**config.mk**
```make
export PLATFORM = sky130hd
export DESIGN_NAME = inst_fetch
export DESIGN_NICKNAME = d
export VERILOG_FILES = /design/src/rtl/inst_fetch.sv
export SDC_FILE = /design/constraint.sdc
export NUM_CORES = 1
export LEC_CHECK = 0
export ABC_AREA = 1
export ABC_CLOCK_PERIOD_IN_PS = 1500
export BUFFER_PORTS_ARGS = -buffer_cell sky130_fd_sc_hd__buf_2
export CAP_MARGIN = 15
export CORE_ASPECT_RATIO = 0.8
export CORE_MARGIN = 1
export CORE_UTILIZATION = 45
export CTS_CLUSTER_DIAMETER = 80
export DETAILED_ROUTE_END_ITERATION = 7
export PLACE_DENSITY_LB_ADDON = 0.3
export SKIP_LAST_GASP = 1
export SYNTH_ARGS = -nofsm -noshare
export SYNTH_HDL_FRONTEND = slang
export SYNTH_SLANG_ARGS = --single-unit
```
**constraint.sdc**
```tcl
create_clock -name I_clk -period 1.5 [get_ports I_clk]
set_input_delay 0.075 -clock I_clk [delete_from_list [all_inputs] [get_ports I_clk]]
set_output_delay 0.075 -clock I_clk [all_outputs]
set_load 0.1 [all_outputs]
```
**src/rtl/inst_fetch.sv**
```systemverilog
// inst_fetch: four-state fetch/decode/execute sequencer with PC, instruction register and sticky fetch timeout
module inst_fetch (
  input  logic        I_clk,
  input  logic        I_rst_n,
  input  logic        I_run,
  input  logic [15:0] I_mem_data,
  input  logic        I_mem_ack,
  input  logic        I_exec_done,
  input  logic        I_branch,
  input  logic [15:0] I_target,
  output logic        O_mem_req,
  output logic [15:0] O_mem_addr,
  output logic [15:0] O_inst,
  output logic        O_dec_en,
  output logic [15:0] O_pc,
  output logic        O_fault,
  output logic        O_busy
);
  typedef enum logic [1:0] {IDLE, FETCH, DECODE, EXEC} state_t;
  state_t      state;
  logic [15:0] pc;
  logic [3:0]  tmo;
  assign O_pc       = pc;
  assign O_mem_addr = pc;
  always_ff @(posedge I_clk or negedge I_rst_n)
    if (!I_rst_n) begin
      state     <= IDLE;
      pc        <= '0;
      O_inst    <= '0;
      O_mem_req <= 1'b0;
      O_dec_en  <= 1'b0;
      O_fault   <= 1'b0;
      O_busy    <= 1'b0;
      tmo       <= '0;
    end else
      case (state)
        IDLE:
          if (I_run) begin
            state     <= FETCH;
            O_mem_req <= 1'b1;
            O_busy    <= 1'b1;
            O_fault   <= 1'b0;
            tmo       <= '0;
          end
        FETCH:
          if (I_mem_ack) begin
            O_inst    <= I_mem_data;
            pc        <= pc + 16'd1;
            O_mem_req <= 1'b0;
            O_dec_en  <= 1'b1;
            tmo       <= '0;
            state     <= DECODE;
          end else if (tmo == 4'hf) begin
            O_fault   <= 1'b1;
            O_mem_req <= 1'b0;
            O_busy    <= 1'b0;
            state     <= IDLE;
          end else
            tmo <= tmo + 4'd1;
        DECODE: begin
          O_dec_en <= 1'b0;
          state    <= EXEC;
        end
        EXEC:
          if (I_exec_done) begin
            pc        <= I_branch ? I_target : pc;
            state     <= I_run ? FETCH : IDLE;
            O_mem_req <= I_run;
            O_busy    <= I_run;
            tmo       <= '0;
          end
        default: state <= IDLE;
      endcase
endmodule
```
==> impl_summary.log, run 1 <==
INFO  metric synthMostInstantiatedCell = nand2_1
INFO  metric route.detailed.vias_per_inst = 4.910
INFO  metric die_x = 85.75 um
INFO  metric clk-insertion-delay-late = 300 ps
INFO  metric clock_sinks = 42
INFO  metric postSynth.asyncResetShare = 1.000
INFO  metric yosys_most_used_dff = dfrtp_1
INFO  metric tritoncts.num_buffers = 5
INFO  metric required = 1720 ps
INFO  metric maxSlewHeadroom = 0.6696
INFO  metric timing.critical_path.slowest_cell_delay = 470 ps
INFO  metric maxUsedRoutingLayer = met4
INFO  metric first_global_vias = 2230
INFO  metric maxClockFrequency = 640.1 MHz
INFO  metric drt-pass1-iter-count = 4
INFO  metric h_tree_depth = 2
INFO  metric die_area = between 5000 and 6000 um^2
INFO  metric synth_top_area_frac = 0.4163
INFO  metric clock_pin_slew_reported_for_the_worst_setup_and_hold_paths_after_clock_tree_synthesis = 90 ps
INFO  metric setup_ws = -62.16 ps
INFO  metric crit_path_end_kind = register
INFO  metric cts-root-buf = clkbuf_8
INFO  metric dpl.hpwl = between 4000 and 5000 um
INFO  metric hold_path_origin = I_mem_data[11]
INFO  metric boundaryPins = 90
INFO  metric ys_seq_elements = 42
INFO  metric port-buffer-count = 89
INFO  metric clock_path_buffers = 2
INFO  metric min_period = 1562 ps
INFO  metric critical_path.startpoint_type = register
INFO  metric die-height = ~70 um
INFO  metric grt_ovf = 0
INFO  metric status = finished, violations left
INFO  metric critical_path_at = 1780 ps
INFO  metric drive_gt1_frac = 0.4681
INFO  metric dr.first_iter.drc_count = 142
INFO  metric grt_use_total = 0.2287
INFO  metric detail_route.wirelength.met1 = approximately 3000 um
INFO  metric num_antenna_cells = 0
INFO  metric place.gp.congestion = 0.8888
INFO  metric met3RoutedLength = 547 um
INFO  metric timing.critical_path.fanout_max = 7
INFO  metric grt_max_degree = 23
INFO  metric critPathTopFamily = flip-flops
INFO  metric average_size_of_a_mapped_cell = 8.041 um^2
INFO  metric synth-edff-count = 0
INFO  metric startpoint_of_the_worst_register_to_register_path = state[0]
INFO  metric cp_num_buf_inv = 3
INFO  metric yosysWarningCount = 0
INFO  metric netlist_area_pre_place = 2525 um^2
INFO  metric final_net_count = 468
INFO  metric hold_path.class = input port to register
INFO  metric final-setup-viol-count = 5
INFO  metric seq_total_area_yosys = 0.4163
INFO  metric number_of_max_slew_violations_in_the_final_report = 0
INFO  metric core_area = 5435 um^2
INFO  metric route.vias.total = 2460
INFO  metric sequence_of_cells_on_the_critical_path = ha_4 -> inv_4 -> nand2_4 -> a21oi_4 -> buf_6 -> buf_6 -> a21oi_1 -> a21oi_1
INFO  metric synth.net_count = 360
INFO  metric finalWirelength = 6617 um
INFO  metric hold-worst-slack = 10.85 ps
INFO  metric netlist_instances = 314
INFO  metric post-route-period-util = 1.041
INFO  metric finalClockSkew = 5.842 ps
INFO  metric flow.area_growth_from_synthesis = 39.40%
INFO  metric worstSetupPathType = register to register
INFO  metric post_detailed_route_count_of_antenna_violating_nets = 0
INFO  metric synth_top_area_cell = dfrtp_1
INFO  metric worst-slew-pin-transition = 495.5 ps
INFO  metric drcViolationCount = 0
INFO  metric routed_wire_length_per_instance = 13.21 um
INFO  metric cts_tree = done
INFO  metric post_synth_most_frequent_cells = 81 x nand2_1, 42 x dfrtp_1, 28 x inv_1, 28 x nor2_1, 22 x nand3_1
INFO  metric grt_pass1_wl = 10560 um
INFO  metric synth_cell_type_count = 28
INFO  metric initial_utilization = 0.4645
INFO  metric floorplan.rows = 24
INFO  metric synth.area.top_cells = dfrtp_1 42%, nand2_1 12%, mux2_2 7.1%
INFO  metric antenna_violations_before_repair = 0
INFO  metric unrepaired_setup_endpoints_after_global_routing = yes
INFO  metric failing_checks = setup timing
INFO  metric setup.worst_path.start = state[0]
INFO  metric met2_wl_post_dr = 2969 um
INFO  metric cpMaxStageDelayCell = dfrtp_2
INFO  metric maxCapViolations = 0
INFO  metric hold_viol_final = 0
[sequential cells by signal, indices dropped and copies added (netlist names), named ones only]
name / cells
tmo: 4
O_fault: 1
O_mem_req: 1
state: 1
O_inst: 16
O_dec_en: 1
O_mem_addr: 16
O_busy: 1
[cell families after synthesis]
kind of cell	after synthesis	synth area share
AND/OR/NAND/NOR	150	0.2527
buffers and inverters	55	0.1184
flip-flops	42	0.4163
AO/OA/AOI/OAI	41	0.09466
multiplexers	16	0.07136
adder cells (fa/ha/maj)	8	0.03964
XOR/XNOR	2	0.006939
[path summary, 6_finish.rpt]
| check | to | slack [ps] | cells after the start |
|---|---|---|---|
| max | O_mem_addr[7] | -60 | 8 |
| min | O_inst[11] | 10 | 2 |
| max reg2reg | O_mem_addr[7] | -60 | 8 |
| min reg2reg | O_dec_en | 500 | 2 |
| max in group asynchronous | O_mem_addr[4] | 730 | 3 |
| min in group asynchronous | O_mem_addr[10] | 270 | 2 |
[area by class of cell]
cell class / count / area [um^2]
Clock buffer: 6 / 72.57
Clock inverter: 2 / 13.76
Fill cell: 434 / 1916
Inverter: 30 / 127.6
Multi-Input combinational cell: 218 / 1325
Sequential cell: 42 / 1100
Tap cell: 78 / 97.59
Timing Repair Buffer: 123 / 765.7
Timing Repair inverter: 2 / 17.52
[what timing repair did]
action	4_1_cts	5_1_grt
hold buffers	12	0
cloned	1	2
resized for setup	11	39
buffers inserted	0	5
endpoints found under the hold margin	31	0
pin swaps	2	5
endpoints found under the setup margin	38	42
[cells in the final DEF (no fill, tap or decap), drive strengths merged, types with 2 or more instances in the layout]
cell / n
inv: 31
dfrtp: 42
dlygate4sd3: 12
nand2: 85
buf: 111
ha: 8
clkbuf: 6
or2: 2
xor2: 2
nor2: 36
o21ai: 21
nand4: 4
nand3: 22
mux2: 16
a21oi: 15
clkinv: 3
[per-layer routing]
metal  track usage  vias up
met2        0.3351      108
met3       0.05988       13
met4       0.09074        0
met5             0        -
met1        0.3222     1131
li1              -     1208
[metrics by stage]
step	instance area (um^2)	util	setup TNS (ps)	worst slack, ps	std cells
after global placement	3085	0.5677	-1456	-98.09	473
after floorplan	2591	-	-16.66	-16.66	314
final	3520	0.6476	-213.5	-62.16	501
after global routing	3520	0.6476	-1547	-103.3	501
after detailed placement	3085	0.5677	-3654	-208.4	473
after CTS	3348	0.6160	-3.136	-3.136	494
Power of run 1 is not shown: default switching activity piles up to over one toggle a cycle in this logic, so the estimate is an artifact.
==> run 2, diff against run 1 <==
--- a/config.mk
+++ b/config.mk
@@ -9,9 +9,11 @@
 export ABC_CLOCK_PERIOD_IN_PS = 1500
 export BUFFER_PORTS_ARGS = -buffer_cell sky130_fd_sc_hd__buf_2
 export CAP_MARGIN = 15
+export CELL_PAD_IN_SITES_DETAIL_PLACEMENT = 1
+export CELL_PAD_IN_SITES_GLOBAL_PLACEMENT = 2
 export CORE_ASPECT_RATIO = 0.8
 export CORE_MARGIN = 1
-export CORE_UTILIZATION = 45
+export CORE_UTILIZATION = 25
 export CTS_CLUSTER_DIAMETER = 80
 export DETAILED_ROUTE_END_ITERATION = 7
 export PLACE_DENSITY_LB_ADDON = 0.3
==> run 2 against run 1 <==
Effect of this change: the flow still finishes with violations (setup timing); cell area is 1.6% higher; non-clock buffer count is 3 lower; routed wire length is 14% higher; die area is 78% higher; flip-flop and latch count stayed put; setup slack better by 37 ps; critical path depth stayed put; register-to-register slack better by 40 ps; global-route usage is 7.4 points lower; largest cell class unchanged; hold slack better by 9.5 ps; highest routed layer unchanged; maximum frequency is 2.4% higher.
==> impl_summary.log, run 2 (synthesized netlist as in run 1, its figures left out) <==
INFO  metric status = finished, violations left
INFO  metric failing_checks = setup timing
INFO  metric post-route-period-util = 1.017
INFO  metric die_x = ~110 um
INFO  metric number_of_max_slew_violations_in_the_final_report = 0
INFO  metric final-setup-viol-count = 2
INFO  metric layout_common_cells = 89 x buf_2, 71 x nand2_1, 26 x dfrtp_1
INFO  metric critical_path.startpoint_type = register
INFO  metric maxSlewHeadroom = 0.6552
INFO  metric setup_tns_final = -27.00 ps
INFO  metric layout_commonest_cell = buf_2
INFO  metric tritoncts.num_buffers = 5
INFO  metric worst-slew-pin-transition = 520.7 ps
INFO  metric critical_path_at = 1690 ps
INFO  metric num_antenna_cells = 0
INFO  metric drt-pass1-iter-count = 4
INFO  metric clock_pin_slew_reported_for_the_worst_setup_and_hold_paths_after_clock_tree_synthesis = roughly 70 ps
INFO  metric finalWirelength = 7562 um
INFO  metric place.gp.congestion = 0.7622
INFO  metric clock_path_buffers = 2
INFO  metric worst-r2r-setup-slack = -20 ps
INFO  metric fillers = 1204
INFO  metric route.vias.total = 2412
INFO  metric multi_input_comb_area = 1309 um^2
INFO  metric clock_sinks = 42
INFO  metric setup_ws = -24.80 ps
INFO  metric antenna_violations_before_repair = 0
INFO  metric grt_use_total = 0.1551
INFO  metric initial_utilization = 0.2595
INFO  metric unrepaired_setup_endpoints_after_global_routing = yes
INFO  metric maxClockFrequency = between 600 and 700 MHz
INFO  metric core_area = a little under 10000 um^2
INFO  metric worstSetupPathType = register to register
INFO  metric drcViolationCount = 0
INFO  metric crit_path_end_kind = register
INFO  metric dpl.hpwl = 5758 um
INFO  metric cell_type_with_the_highest_occurrence_count_on_the_critical_path = nand2_2
INFO  metric hold_path.class = input port to register
INFO  metric maxCapViolations = 0
INFO  metric postLayoutCoreUtil = 0.3677
INFO  metric boundaryPins = 90
INFO  metric post_detailed_route_count_of_antenna_violating_nets = 0
INFO  metric port-buffer-count = approximately 90
INFO  metric setup.worst_path.end = O_mem_addr[8]
INFO  metric first_global_vias = between 2000 and 3000
INFO  metric flow.area_growth_from_synthesis = 41.67%
INFO  metric hold_viol_final = 0
INFO  metric timing.critical_path.slowest_cell_delay = 470 ps
INFO  metric min_period = 1525 ps
INFO  metric floorplan.rows = 32
INFO  metric cpMaxStageDelayCell = dfrtp_2
INFO  metric h_tree_depth = 2
INFO  metric routed_wire_length_per_instance = about 14 um
INFO  metric sequence_of_cells_on_the_critical_path = ha_4 -> nand2_2 -> nand2_2 -> a21oi_4 -> inv_2 -> buf_12 -> a21oi_2 -> a21oi_1
INFO  metric dr.first_iter.drc_count = 60
INFO  metric final-instance-count-excl-fill = approximately 550
INFO  metric required = between 1500 and 2000 ps
INFO  metric number_of_cells_after_detailed_placement = 540
INFO  metric finalClockSkew = 6.027 ps
INFO  metric startpoint_of_the_worst_register_to_register_path = state[0]
INFO  metric layout.area.seq = between 1000 and 1500 um^2
INFO  metric final_net_count = 462
INFO  metric grt_ovf = 0
INFO  metric drive_gt1_frac = 0.5012
INFO  metric grt_max_degree = 43
INFO  metric clk-insertion-delay-late = 280 ps
INFO  metric die_area = roughly 11000 um^2
INFO  metric critical_path.reg2reg.endpoint = O_mem_addr[8]
INFO  metric timing.critical_path.fanout_max = 15
INFO  metric grt_pass1_wl = roughly 13000 um
INFO  metric cts-root-buf = clkbuf_16
INFO  metric reg2regPathDepth = 8
INFO  metric route.detailed.vias_per_inst = 4.362
INFO  metric die-height = 91.89 um
INFO  metric setup.worst_path.start = state[0]
INFO  metric cts_tree = done
## run 2: changes by cell type in the layout (fill, tap and decap cells not counted), moves of 5 or more
| cell | previous run | this run |
|---|---|---|
| a21oi_1 | 6 | 11 |
| buf_4 | 16 | 25 |
| clkbuf_16 | 0 | 5 |
| clkbuf_8 | 5 | 0 |
| dlygate4sd3_1 | 12 | 1 |
| nand2_1 | 77 | 71 |
| nand2_2 | 5 | 12 |
## run 2: cell type report
class,count,area share
clock buffers,5,0.03498
clock inverters,3,0.01259
inverters,30,0.03148
multi-input cells,217,0.3659
flip-flops and latches,42,0.3071
well taps,136,0.04757
repair buffers,120,0.2004
## run 2: per-stage QoR
stage	cell area (um^2)	setup slack [ps]	hold WS, ps
3_5_place_dp	3238	-134.0	77.70
6_report	3577	-24.80	20.31
3_3_place_gp	3238	-66.37	77.22
4_1_cts	3498	-23.83	11.13
5_1_grt	3577	-112.6	15.18
2_1_floorplan	2591	-16.66	-220.6
## run 2: critical path, delay by kind of cell, from the launching register on
kind            cells  cell delay, ps
fa+ha+maj           1             210
simple gates        2             170
flops               1             470
compound gates      3             340
buf+inv             2             220
## run 2: timing repair
action,in CTS,in global routing
setup endpoints to repair,37,41
pin swaps,4,3
cloned,0,0
endpoints found under the hold margin,42,0
buffers inserted,2,2
hold buffers,1,0
resized for setup,18,26
## run 2: metal layers
metal	vias to the layer above	part of all wire	track usage	routed length, um
li1	1201	-	-	-
met2	50	0.45	0.2414	3387
met1	1157	0.51	0.2201	3891
met4	0	0.0070	0.04329	53
met3	4	0.030	0.02578	229
met5	-	0	0	0
## run 2: worst min path at each step
| stage | slack [ps] | start | end | cells after the start |
|---|---|---|---|---|
| 2_1_floorplan | -220 | I_rst_n | O_busy | 0 |
| 3_3_place_gp | 80 | I_rst_n | O_inst[10] | 2 |
| 3_5_place_dp | 80 | I_rst_n | O_inst[10] | 2 |
| 4_1_cts | 10 | I_mem_data[0] | O_inst[0] | 2 |
| 5_1_grt | 20 | I_mem_data[2] | O_inst[2] | 2 |
| 6_report | 20 | I_mem_data[4] | O_inst[4] | 2 |
Power of run 2 is left out for the same reason.
